### src/rtl/issue_scoreboard_if.sv
// Issue scoreboard handshake bundle: fetch-side input, execute-side
// issue register, writeback notification and status counters.
interface issue_scoreboard_if;
    logic        in_valid;
    logic [15:0] in_instr;
    logic        in_ready;
    logic        out_valid;
    logic        out_ready;
    logic [3:0]  out_op;
    logic [3:0]  out_r1;
    logic [3:0]  out_r2;
    logic [3:0]  out_wr;
    logic        out_regwrt;
    logic        wb_valid;
    logic [3:0]  wb_wr;
    logic        halted;
    logic [15:0] stall_cnt;
    logic [15:0] issue_cnt;

    modport slave (
        input  in_valid, in_instr, out_ready, wb_valid, wb_wr,
        output in_ready, out_valid, out_op, out_r1, out_r2,
        output out_wr, out_regwrt, halted, stall_cnt, issue_cnt
    );

    modport master (
        output in_valid, in_instr, out_ready, wb_valid, wb_wr,
        input  in_ready, out_valid, out_op, out_r1, out_r2,
        input  out_wr, out_regwrt, halted, stall_cnt, issue_cnt
    );
endinterface

### src/rtl/issue_scoreboard.sv
// In-order issue stage with a per-register busy scoreboard (RAW/WAW).
// Optional macro WB_BYPASS_EN lets a same-cycle writeback clear a hazard.
module issue_scoreboard (
    input  logic                 clk,
    input  logic                 rst,
    issue_scoreboard_if.slave    bus
);
    typedef enum logic [1:0] {RUN, STALL, HALTED} state_t;

    state_t      r_state;
    state_t      w_state_nxt;
    logic [15:0] r_busy;
    logic        r_out_valid;
    logic [3:0]  r_op;
    logic [3:0]  r_r1;
    logic [3:0]  r_r2;
    logic [3:0]  r_wr;
    logic        r_regwrt;
    logic [15:0] r_stall_cnt;
    logic [15:0] r_issue_cnt;

    logic [3:0]  w_op;
    logic [3:0]  w_rd;
    logic [3:0]  w_rs1;
    logic [3:0]  w_rs2;
    logic        w_use1;
    logic        w_use2;
    logic        w_wrt;
    logic [15:0] w_wb_mask;
    logic [15:0] w_set_mask;
    logic [15:0] w_busy_eff;
    logic        w_hazard;
    logic        w_slot;
    logic        w_in_ready;
    logic        w_xfer;

    assign w_op  = bus.in_instr[15:12];
    assign w_rd  = bus.in_instr[11:8];
    assign w_rs1 = bus.in_instr[7:4];
    assign w_rs2 = bus.in_instr[3:0];

    always_comb begin
        w_use1 = 1'b0;
        w_use2 = 1'b0;
        w_wrt  = 1'b0;
        if (w_op >= 4'h1 && w_op <= 4'hB) begin
            w_use1 = 1'b1;
            w_use2 = 1'b1;
            w_wrt  = 1'b1;
        end else if (w_op == 4'hC) begin
            w_use1 = 1'b1;
            w_wrt  = 1'b1;
        end else if (w_op == 4'hD || w_op == 4'hE) begin
            w_use1 = 1'b1;
            w_use2 = 1'b1;
        end
    end

    assign w_wb_mask = bus.wb_valid ? (16'h0001 << bus.wb_wr) : 16'h0000;

`ifdef WB_BYPASS_EN
    assign w_busy_eff = r_busy & ~w_wb_mask;
`else
    assign w_busy_eff = r_busy;
`endif

    assign w_hazard = (w_use1 & w_busy_eff[w_rs1])
                    | (w_use2 & w_busy_eff[w_rs2])
                    | (w_wrt  & w_busy_eff[w_rd]);

    // STALL re-opens in the same cycle its hazard clears
    assign w_slot     = !r_out_valid || bus.out_ready;
    assign w_in_ready = (r_state != HALTED) && !w_hazard && w_slot;
    assign w_xfer     = bus.in_valid && w_in_ready;
    assign w_set_mask = (w_xfer && w_wrt) ? (16'h0001 << w_rd) : 16'h0000;

    always_comb begin
        w_state_nxt = r_state;
        case (r_state)
            RUN: begin
                if (w_xfer && w_op == 4'hF)
                    w_state_nxt = HALTED;
                else if (bus.in_valid && w_hazard)
                    w_state_nxt = STALL;
            end
            STALL: begin
                if (w_xfer && w_op == 4'hF)
                    w_state_nxt = HALTED;
                else if (!w_hazard)
                    w_state_nxt = RUN;
            end
            HALTED:  w_state_nxt = HALTED;
            default: w_state_nxt = RUN;
        endcase
    end

    always_ff @(posedge clk) begin
        if (rst) begin
            r_state     <= RUN;
            r_busy      <= 16'h0000;
            r_out_valid <= 1'b0;
            r_op        <= 4'h0;
            r_r1        <= 4'h0;
            r_r2        <= 4'h0;
            r_wr        <= 4'h0;
            r_regwrt    <= 1'b0;
            r_stall_cnt <= 16'h0000;
            r_issue_cnt <= 16'h0000;
        end else begin
            r_state <= w_state_nxt;
            // set wins over a same-cycle clear of the same bit
            r_busy  <= (r_busy & ~w_wb_mask) | w_set_mask;
            if (w_xfer) begin
                r_out_valid <= 1'b1;
                r_op        <= w_op;
                r_r1        <= w_rs1;
                r_r2        <= w_rs2;
                r_wr        <= w_rd;
                r_regwrt    <= w_wrt;
                r_issue_cnt <= r_issue_cnt + 16'h0001;
            end else if (bus.out_ready) begin
                r_out_valid <= 1'b0;
            end
            if (bus.in_valid && !w_in_ready && r_state != HALTED)
                r_stall_cnt <= r_stall_cnt + 16'h0001;
        end
    end

    assign bus.in_ready   = w_in_ready;
    assign bus.out_valid  = r_out_valid;
    assign bus.out_op     = r_op;
    assign bus.out_r1     = r_r1;
    assign bus.out_r2     = r_r2;
    assign bus.out_wr     = r_wr;
    assign bus.out_regwrt = r_regwrt;
    assign bus.halted     = (r_state == HALTED);
    assign bus.stall_cnt  = r_stall_cnt;
    assign bus.issue_cnt  = r_issue_cnt;
endmodule

### src/flat_wrapper.sv
// flat-port wrapper written by rule: the top's interface ports become plain ports
module issue_scoreboard_flat 
  (clk, rst, bus_in_valid, bus_in_instr, bus_out_ready, bus_wb_valid, bus_wb_wr, bus_in_ready, bus_out_valid, bus_out_op, bus_out_r1, bus_out_r2, bus_out_wr, bus_out_regwrt, bus_halted, bus_stall_cnt, bus_issue_cnt);
  issue_scoreboard_if bus_i ();
  input  logic clk;
  input  logic rst;
  input wire logic [$bits(bus_i.in_valid)-1:0] bus_in_valid;
  input wire logic [$bits(bus_i.in_instr)-1:0] bus_in_instr;
  input wire logic [$bits(bus_i.out_ready)-1:0] bus_out_ready;
  input wire logic [$bits(bus_i.wb_valid)-1:0] bus_wb_valid;
  input wire logic [$bits(bus_i.wb_wr)-1:0] bus_wb_wr;
  output wire logic [$bits(bus_i.in_ready)-1:0] bus_in_ready;
  output wire logic [$bits(bus_i.out_valid)-1:0] bus_out_valid;
  output wire logic [$bits(bus_i.out_op)-1:0] bus_out_op;
  output wire logic [$bits(bus_i.out_r1)-1:0] bus_out_r1;
  output wire logic [$bits(bus_i.out_r2)-1:0] bus_out_r2;
  output wire logic [$bits(bus_i.out_wr)-1:0] bus_out_wr;
  output wire logic [$bits(bus_i.out_regwrt)-1:0] bus_out_regwrt;
  output wire logic [$bits(bus_i.halted)-1:0] bus_halted;
  output wire logic [$bits(bus_i.stall_cnt)-1:0] bus_stall_cnt;
  output wire logic [$bits(bus_i.issue_cnt)-1:0] bus_issue_cnt;
  assign bus_i.in_valid = bus_in_valid;
  assign bus_i.in_instr = bus_in_instr;
  assign bus_i.out_ready = bus_out_ready;
  assign bus_i.wb_valid = bus_wb_valid;
  assign bus_i.wb_wr = bus_wb_wr;
  assign bus_in_ready = bus_i.in_ready;
  assign bus_out_valid = bus_i.out_valid;
  assign bus_out_op = bus_i.out_op;
  assign bus_out_r1 = bus_i.out_r1;
  assign bus_out_r2 = bus_i.out_r2;
  assign bus_out_wr = bus_i.out_wr;
  assign bus_out_regwrt = bus_i.out_regwrt;
  assign bus_halted = bus_i.halted;
  assign bus_stall_cnt = bus_i.stall_cnt;
  assign bus_issue_cnt = bus_i.issue_cnt;
  issue_scoreboard u_core (.clk(clk), .rst(rst), .bus(bus_i));
endmodule
### config.mk
export PLATFORM = sky130hd
export DESIGN_NAME = issue_scoreboard_flat
export DESIGN_NICKNAME = d
export VERILOG_FILES = /design/src/rtl/issue_scoreboard_if.sv /design/src/rtl/issue_scoreboard.sv /design/src/flat_wrapper.sv
export SDC_FILE = /design/constraint.sdc
export NUM_CORES = 1
export LEC_CHECK = 0
export CORE_MARGIN = 4
export CORE_UTILIZATION = 55
export CTS_CLUSTER_DIAMETER = 60
export DETAILED_ROUTE_END_ITERATION = 16
export PLACE_DENSITY = 0.81
export SLEW_MARGIN = 20
export SYNTH_ARGS = -nofsm -noshare
export SYNTH_HDL_FRONTEND = slang
export SYNTH_SLANG_ARGS = --single-unit
### constraint.sdc
create_clock -name clk -period 4.9 [get_ports clk]
set_clock_uncertainty 0.15 [all_clocks]
set_input_delay 0.98 -clock clk [delete_from_list [all_inputs] [get_ports clk]]
set_output_delay 0.98 -clock clk [all_outputs]
set_load 0.02 [all_outputs]
; ---- Yosys cells after proc, flatten, opt, wreduce, memory -nomap -nowiden
; Index checks and enable logic that the tools add are counted.
[classes]
add_sub_neg = 2
magnitude_cmp = 5
n_eq_ne = 9
shift = 2
muxes = 22
bitwise_logic = 8
reduce_logical = 17
[op_table]
columns = op, n
row1 = "adder 16 x 1 -> 16 bit, second input constant", 2
row2 = 2-to-1 mux 16 bit, 2
row3 = "left shift 1 x 4 -> 16 bit, first input constant", 2
row4 = bitwise AND 16 bit, 1
row5 = "equality test 4 bit, second input constant", 4
row6 = NOT 16 bit, 1
row7 = bitwise OR 16 bit, 1
row8 = "< comparator 4 x 5 -> 1 bit, second input constant", 3
row9 = binary-select mux 1 bit (select 4 bit), 3
row10 = 2-to-1 mux 1 bit, 12
row11 = logical AND 1 bit, 9
row12 = 2-to-1 mux 2 bit, 4
row13 = case mux 2 bit (3 select lines), 1
row14 = "greater-or-equal comparator 4 x 1 -> 1 bit, second input constant", 1
row15 = "less-or-equal comparator 4 bit, second input constant", 1
row16 = bitwise AND 1 bit, 3
row17 = zero test 1 bit, 3
row18 = "inequality test 3 x 1 -> 1 bit, second input constant", 1
row19 = "inequality test 3 bit, second input constant", 1
row20 = "equality test 2 x 1 -> 1 bit, second input constant", 1
row21 = "equality test 2 bit, second input constant", 1
row22 = zero test 2 bit, 1
row23 = logical OR 1 bit, 2
row24 = "inequality test 2 bit, second input constant", 1
row25 = 3 further kinds, 4
[word_totals]
regBits = 68
inputBits = 25
output_inout_bits = 52
wordCells = 75

; ---- Logic depth before layout (Yosys ltp)
[depth]
depth_word = 15
mapped_depth = 9
mapped_depth_nobuf = 6

; ---- Least setup slack after synthesis
; No wires, ideal clock.
[synth_timing]
path_type = in2out
start = input bus_in_instr[0]
end = output bus_in_ready
arrival_ns = 2.950
required_time_ns = 3.770
setup_slack_ns = 0.820
cell_stages = 7
path_buffers = 2
path_cell_list = buf_2 > mux4_2 > mux2_2 > o221ai_2 > o211ai_2 > clkbuf_1 > nor3_1
[synth_via]
elab_chain_cells = 8
[synth_rtl]
columns = item, line
row1 = from (decl), flat_wrapper.sv:8  ; input wire logic [$bits(bus_i.in_instr)-1:0] bus_in_instr;
row2 = binary-select mux 1 bit (select 4 bit), issue_scoreboard.sv:68  ; | (w_use2 & w_busy_eff[w_rs2])
row3 = 2-to-1 mux 1 bit (implied by the code), issue_scoreboard.sv:68
row4 = bitwise AND 1 bit, issue_scoreboard.sv:68
row5 = bitwise OR 1 bit, issue_scoreboard.sv:68
row6 = bitwise OR 1 bit, issue_scoreboard.sv:69  ; | (w_wrt & w_busy_eff[w_rd]);
row7 = zero test 1 bit, issue_scoreboard.sv:73  ; assign w_in_ready = (r_state != HALTED) && !w_hazard && w_slot;
row8 = logical AND 1 bit (2 in a row), issue_scoreboard.sv:73
row9 = to (decl), flat_wrapper.sv:12  ; output wire logic [$bits(bus_i.in_ready)-1:0] bus_in_ready;
; No other way between the ends. The select of a mux whose other input is x is not followed.

; ---- Worst setup path in the final report
[layout_timing]
start = input bus_in_instr[8]
end = output bus_in_ready
[layout_via]
elab_chain_cells = 7
[layout_rtl]
columns = item, line
row1 = binary-select mux 1 bit (select 4 bit), issue_scoreboard.sv:69
row2 = 2-to-1 mux 1 bit (implied by the code), issue_scoreboard.sv:69
row3 = bitwise AND 1 bit, issue_scoreboard.sv:69
row4 = bitwise OR 1 bit, issue_scoreboard.sv:69
row5 = zero test 1 bit, issue_scoreboard.sv:73
row6 = logical AND 1 bit (2 in a row), issue_scoreboard.sv:73
; No other way between the ends. The select of a mux whose other input is x is not followed.

==> summary.md <==
| Metric | Value |
|---|---|
| Post-synthesis instance area | `3610 um^2` |
| Hold path cells | `1` |
| Top area cells in the synthesized netlist | `sky130_fd_sc_hd__dfxtp_1, sky130_fd_sc_hd__a21oi_1, sky130_fd_sc_hd__mux2_1` |
| Data arrival time at the worst-slack endpoint | `~3500 ps` |
| Number of hold-repair buffers added at the cts stage | `0` |
| Final global-route overflow total | `0` |
| Power density normalized to cell area | `260 nW/um^2` |
| Worst supply voltage drop on vdd | `approximately 0.21 mV` |
| Wire length of the first global-routing pass | `15.5 mm` |
| Status | `finished clean` |
| Final routed DRC violation total | `0` |
| Worst-path cell chain | `clkdlybuf4s50_1 -> mux4_2 -> mux2i_1 -> a221o_1 -> o211ai_4 -> nor3_1 -> clkdlybuf4s50_1` |
| Die height | `89.0 um` |
| Net count after synthesis | `446` |
| Number of diodes | `0` |
| Worst reg2reg path depth | `6` |
| Count of buffers inserted at the top-level ports | `76` |
| CTS tree | `done` |
| Worst path required time | `between 3000 and 4000 ps` |
| Fin. max-slew vios | `0` |
| Number of library cell types mapped by synthesis | `45` |
| Per-instance average area after synthesis | `approximately 8.6 um^2` |
| Die width | `89.0 um` |
| DP HPWL | `6.63 mm` |
| Clock-pin slew on the worst setup and hold paths | `about 70 ps` |
| Clock root cell | `sky130_fd_sc_hd__clkbuf_8` |
| Most used cells in the layout excluding fill and tap cells | `sky130_fd_sc_hd__clkdlybuf4s50_1, sky130_fd_sc_hd__dfxtp_1, sky130_fd_sc_hd__a21oi_1` |
| Largest fanout on the critical path | `10` |
| Worst min-delay path startpoint | `u_core.r_state[1]$_SDFFE_PP0P_` |
| Overall via count from detail_route | `3,522` |
| Crit path capture type | `primary output` |
| Startpoint kind of the worst setup timing path | `input pin` |
| Final Critical Period | `4670 ps` |
| Most used DFF post-synth | `sky130_fd_sc_hd__dfxtp_1` |
| Most common cell after layout, fill and taps aside | `sky130_fd_sc_hd__clkdlybuf4s50_1` |
| Placeable core area | `approximately 6300 um^2` |
| Buffer depth of the longest clock path | `2` |
| Synth-to-layout area growth | `27.4%` |
| Synth Instances | `approximately 420` |
| Maximum number of pins on one net before global-route repair | `53` |
| Vias per std cell | `between 6 and 7` |
| Placed inst area | `4410 um^2` |
| YS warnings | `0` |
| Number of clock sinks | `68` |
| Maximum clock frequency | `214 MHz` |
| Via count of the first global-routing pass | `3,209` |
| Async set-or-reset flop fraction in the synthesized netlist | `0` |
| Final count of hold timing violations | `0` |
| Final design instance area without fill | `4600 um^2` |
| Leakage dissipation | `0.00162 uW` |
| Net count, final | `513` |
| Tightest Hold Check Type | `reg -> reg` |
| Setup TNS | `0 ps` |
| Setup repair after global routing missed its margin | `false` |
| Reg-to-Reg End | `u_core.bus.stall_cnt[0]$_SDFFE_PP0P_` |
| Fraction of synthesized cell area taken by the top area cell type | `0.377` |
| Setup violations, final | `0` |
| Worst-skew pair later-pin latency | `340 ps` |
| Number of buffers created by CTS | `9` |
| Register-to-register setup slack | `2040 ps` |
| Remaining max-slew budget at the tightest pin | `0.562` |
| Worst path max stage delay | `720 ps` |
| Min-Delay Endpoint | `u_core.r_state[0]$_SDFFE_PP0P_` |
| Library cell appearing most often on the critical path | `sky130_fd_sc_hd__clkdlybuf4s50_1` |
| Post-synthesis sequential area ratio | `0.377` |
| Placer congestion estimate | `~0.91` |
| Global router's overall resource usage | `0.248` |
| Number of levels in the clock H-tree | `3` |
| Launching instance or port of the critical path | `bus_in_instr[8]` |
| Router iterations before antenna repair | `4` |
| Count of buffering cells on the critical path with inverters included | `2` |
| CTS-repair resized insts | `0` |
| Number of flip-flops and latches in the synthesized netlist | `68` |
| Origin of the critical flop-to-flop path | `u_core.r_busy[7]$_SDFF_PP0_` |
| Post-CTS repair timing setup buffer count | `0` |
| Die area | `7930 um^2` |
| Final clock period utilization by the worst path | `0.954` |
| Number of cell rows | `29` |
| Library cell with the largest summed area after synthesis | `sky130_fd_sc_hd__dfxtp_1` |
| Slowest cell on crit path | `sky130_fd_sc_hd__clkdlybuf4s50_1` |
| Post-synth EDFFs | `0` |
| Tightest Pin Transition | `657 ps` |
| WL final | `9.47 mm` |
| Cell family with most CP delay | `buffers and inverters` |
| # Max-Cap Violations | `0` |
| Crit path kind | `in -> out` |
| Share of post-route cells with drive strength above 1 | `0.0815` |
| Mean routed wirelength per cell | `approximately 17 um` |
| Effective utilization at floorplan | `0.569` |
| Drt first-iter violations | `roughly 230` |
| Antenna viol nets, final | `0` |
| Top-level I/O count | `77` |
| Antenna violations before repair | `0` |
area by class of cell:
class                   instances  area (um^2)
clock buffers                  13          169
fillers                       496         1750
inverters                       8         30.0
repair buffers                 84          816
multi-input cells             315         2110
flip-flops and latches         68         1360
well taps                      77         96.3
clock inverters                 3         20.0
cells in the mapped netlist, types with 2 or more instances:
master	count
sky130_fd_sc_hd__dfxtp_1	68
sky130_fd_sc_hd__mux4_2	9
sky130_fd_sc_hd__o21ai_0	12
sky130_fd_sc_hd__inv_1	8
sky130_fd_sc_hd__nand3b_1	2
sky130_fd_sc_hd__mux2i_1	6
sky130_fd_sc_hd__nand4_1	6
sky130_fd_sc_hd__nor4_1	3
sky130_fd_sc_hd__o21ai_1	27
sky130_fd_sc_hd__nand2b_1	8
sky130_fd_sc_hd__o31ai_1	9
sky130_fd_sc_hd__nor2_1	25
sky130_fd_sc_hd__o32ai_1	2
sky130_fd_sc_hd__and3_1	9
sky130_fd_sc_hd__clkbuf_1	21
sky130_fd_sc_hd__or4_1	11
sky130_fd_sc_hd__and2_1	2
sky130_fd_sc_hd__mux2_1	19
sky130_fd_sc_hd__o211ai_1	12
sky130_fd_sc_hd__nor3_1	3
sky130_fd_sc_hd__ha_1	2
sky130_fd_sc_hd__a21oi_1	43
sky130_fd_sc_hd__nor2b_1	22
sky130_fd_sc_hd__o311ai_0	3
sky130_fd_sc_hd__or2_2	2
sky130_fd_sc_hd__buf_2	6
sky130_fd_sc_hd__nand2_1	22
sky130_fd_sc_hd__nand3_1	36
sky130_fd_sc_hd__or3_1	5
report_power, final:
part,leakage (uW),internal (uW),switching (uW)
logic,0.000979,76.2,114
registers,0.000550,567,10.5
clock network,0.0000917,224,205
total,0.00162,868,329
registers in the layout, summed over array words and instances, names as in the netlist, 2 cells and up:
| register | flops |
|---|---|
| u_core.r_state | 2 |
| u_core.bus.stall_cnt | 16 |
| u_core.bus.out_op | 4 |
| u_core.bus.out_wr | 4 |
| u_core.bus.issue_cnt | 16 |
| u_core.bus.out_r1 | 4 |
| u_core.bus.out_r2 | 4 |
| u_core.r_busy | 16 |
worst max-delay path by stage:
stage / endpoint / slack, ps / depth (start not counted)
after floorplan: bus_in_ready / 820 / 7
after global placement: bus_in_ready / 250 / 7
final: bus_in_ready / 230 / 7
after CTS: bus_in_ready / 220 / 7
after global routing: bus_in_ready / 100 / 7
after detailed placement: bus_in_ready / 230 / 7
logic make-up after synthesis:
logic type               after synthesis  share of synthesized area
AO/OA/AOI/OAI                        120                      0.206
multiplexers                          35                      0.135
XOR/XNOR                               1                    0.00243
flip-flops                            68                      0.377
buffers and inverters                 36                     0.0416
adder cells (fa/ha/maj)                2                    0.00693
AND/OR/NAND/NOR                      157                      0.231
per-stage QoR:
| stage | hold slack [ps] | power [uW] | utilization | setup WS, ps | cells |
|---|---|---|---|---|---|
| 6_report | 314 | 1200 | 0.725 | 226 | 568 |
| 5_1_grt | 348 | 1240 | 0.725 | 101 | 568 |
| 4_1_cts | 310 | 1200 | 0.725 | 218 | 568 |
| 3_5_place_dp | 292 | 778 | 0.695 | 226 | 552 |
| 3_3_place_gp | 282 | 774 | 0.695 | 251 | 552 |
| 2_1_floorplan | 264 | 697 | - | 820 | 419 |
metal layers:
metal	up-vias	share of wire	GRT usage
li1	1698	-	-
met1	1653	0.44	0.335
met2	154	0.47	0.397
met3	17	0.077	0.0461
met4	0	0.016	0.0934
met5	-	0	0
No activity file was read; power rests on OpenSTA's default activity.
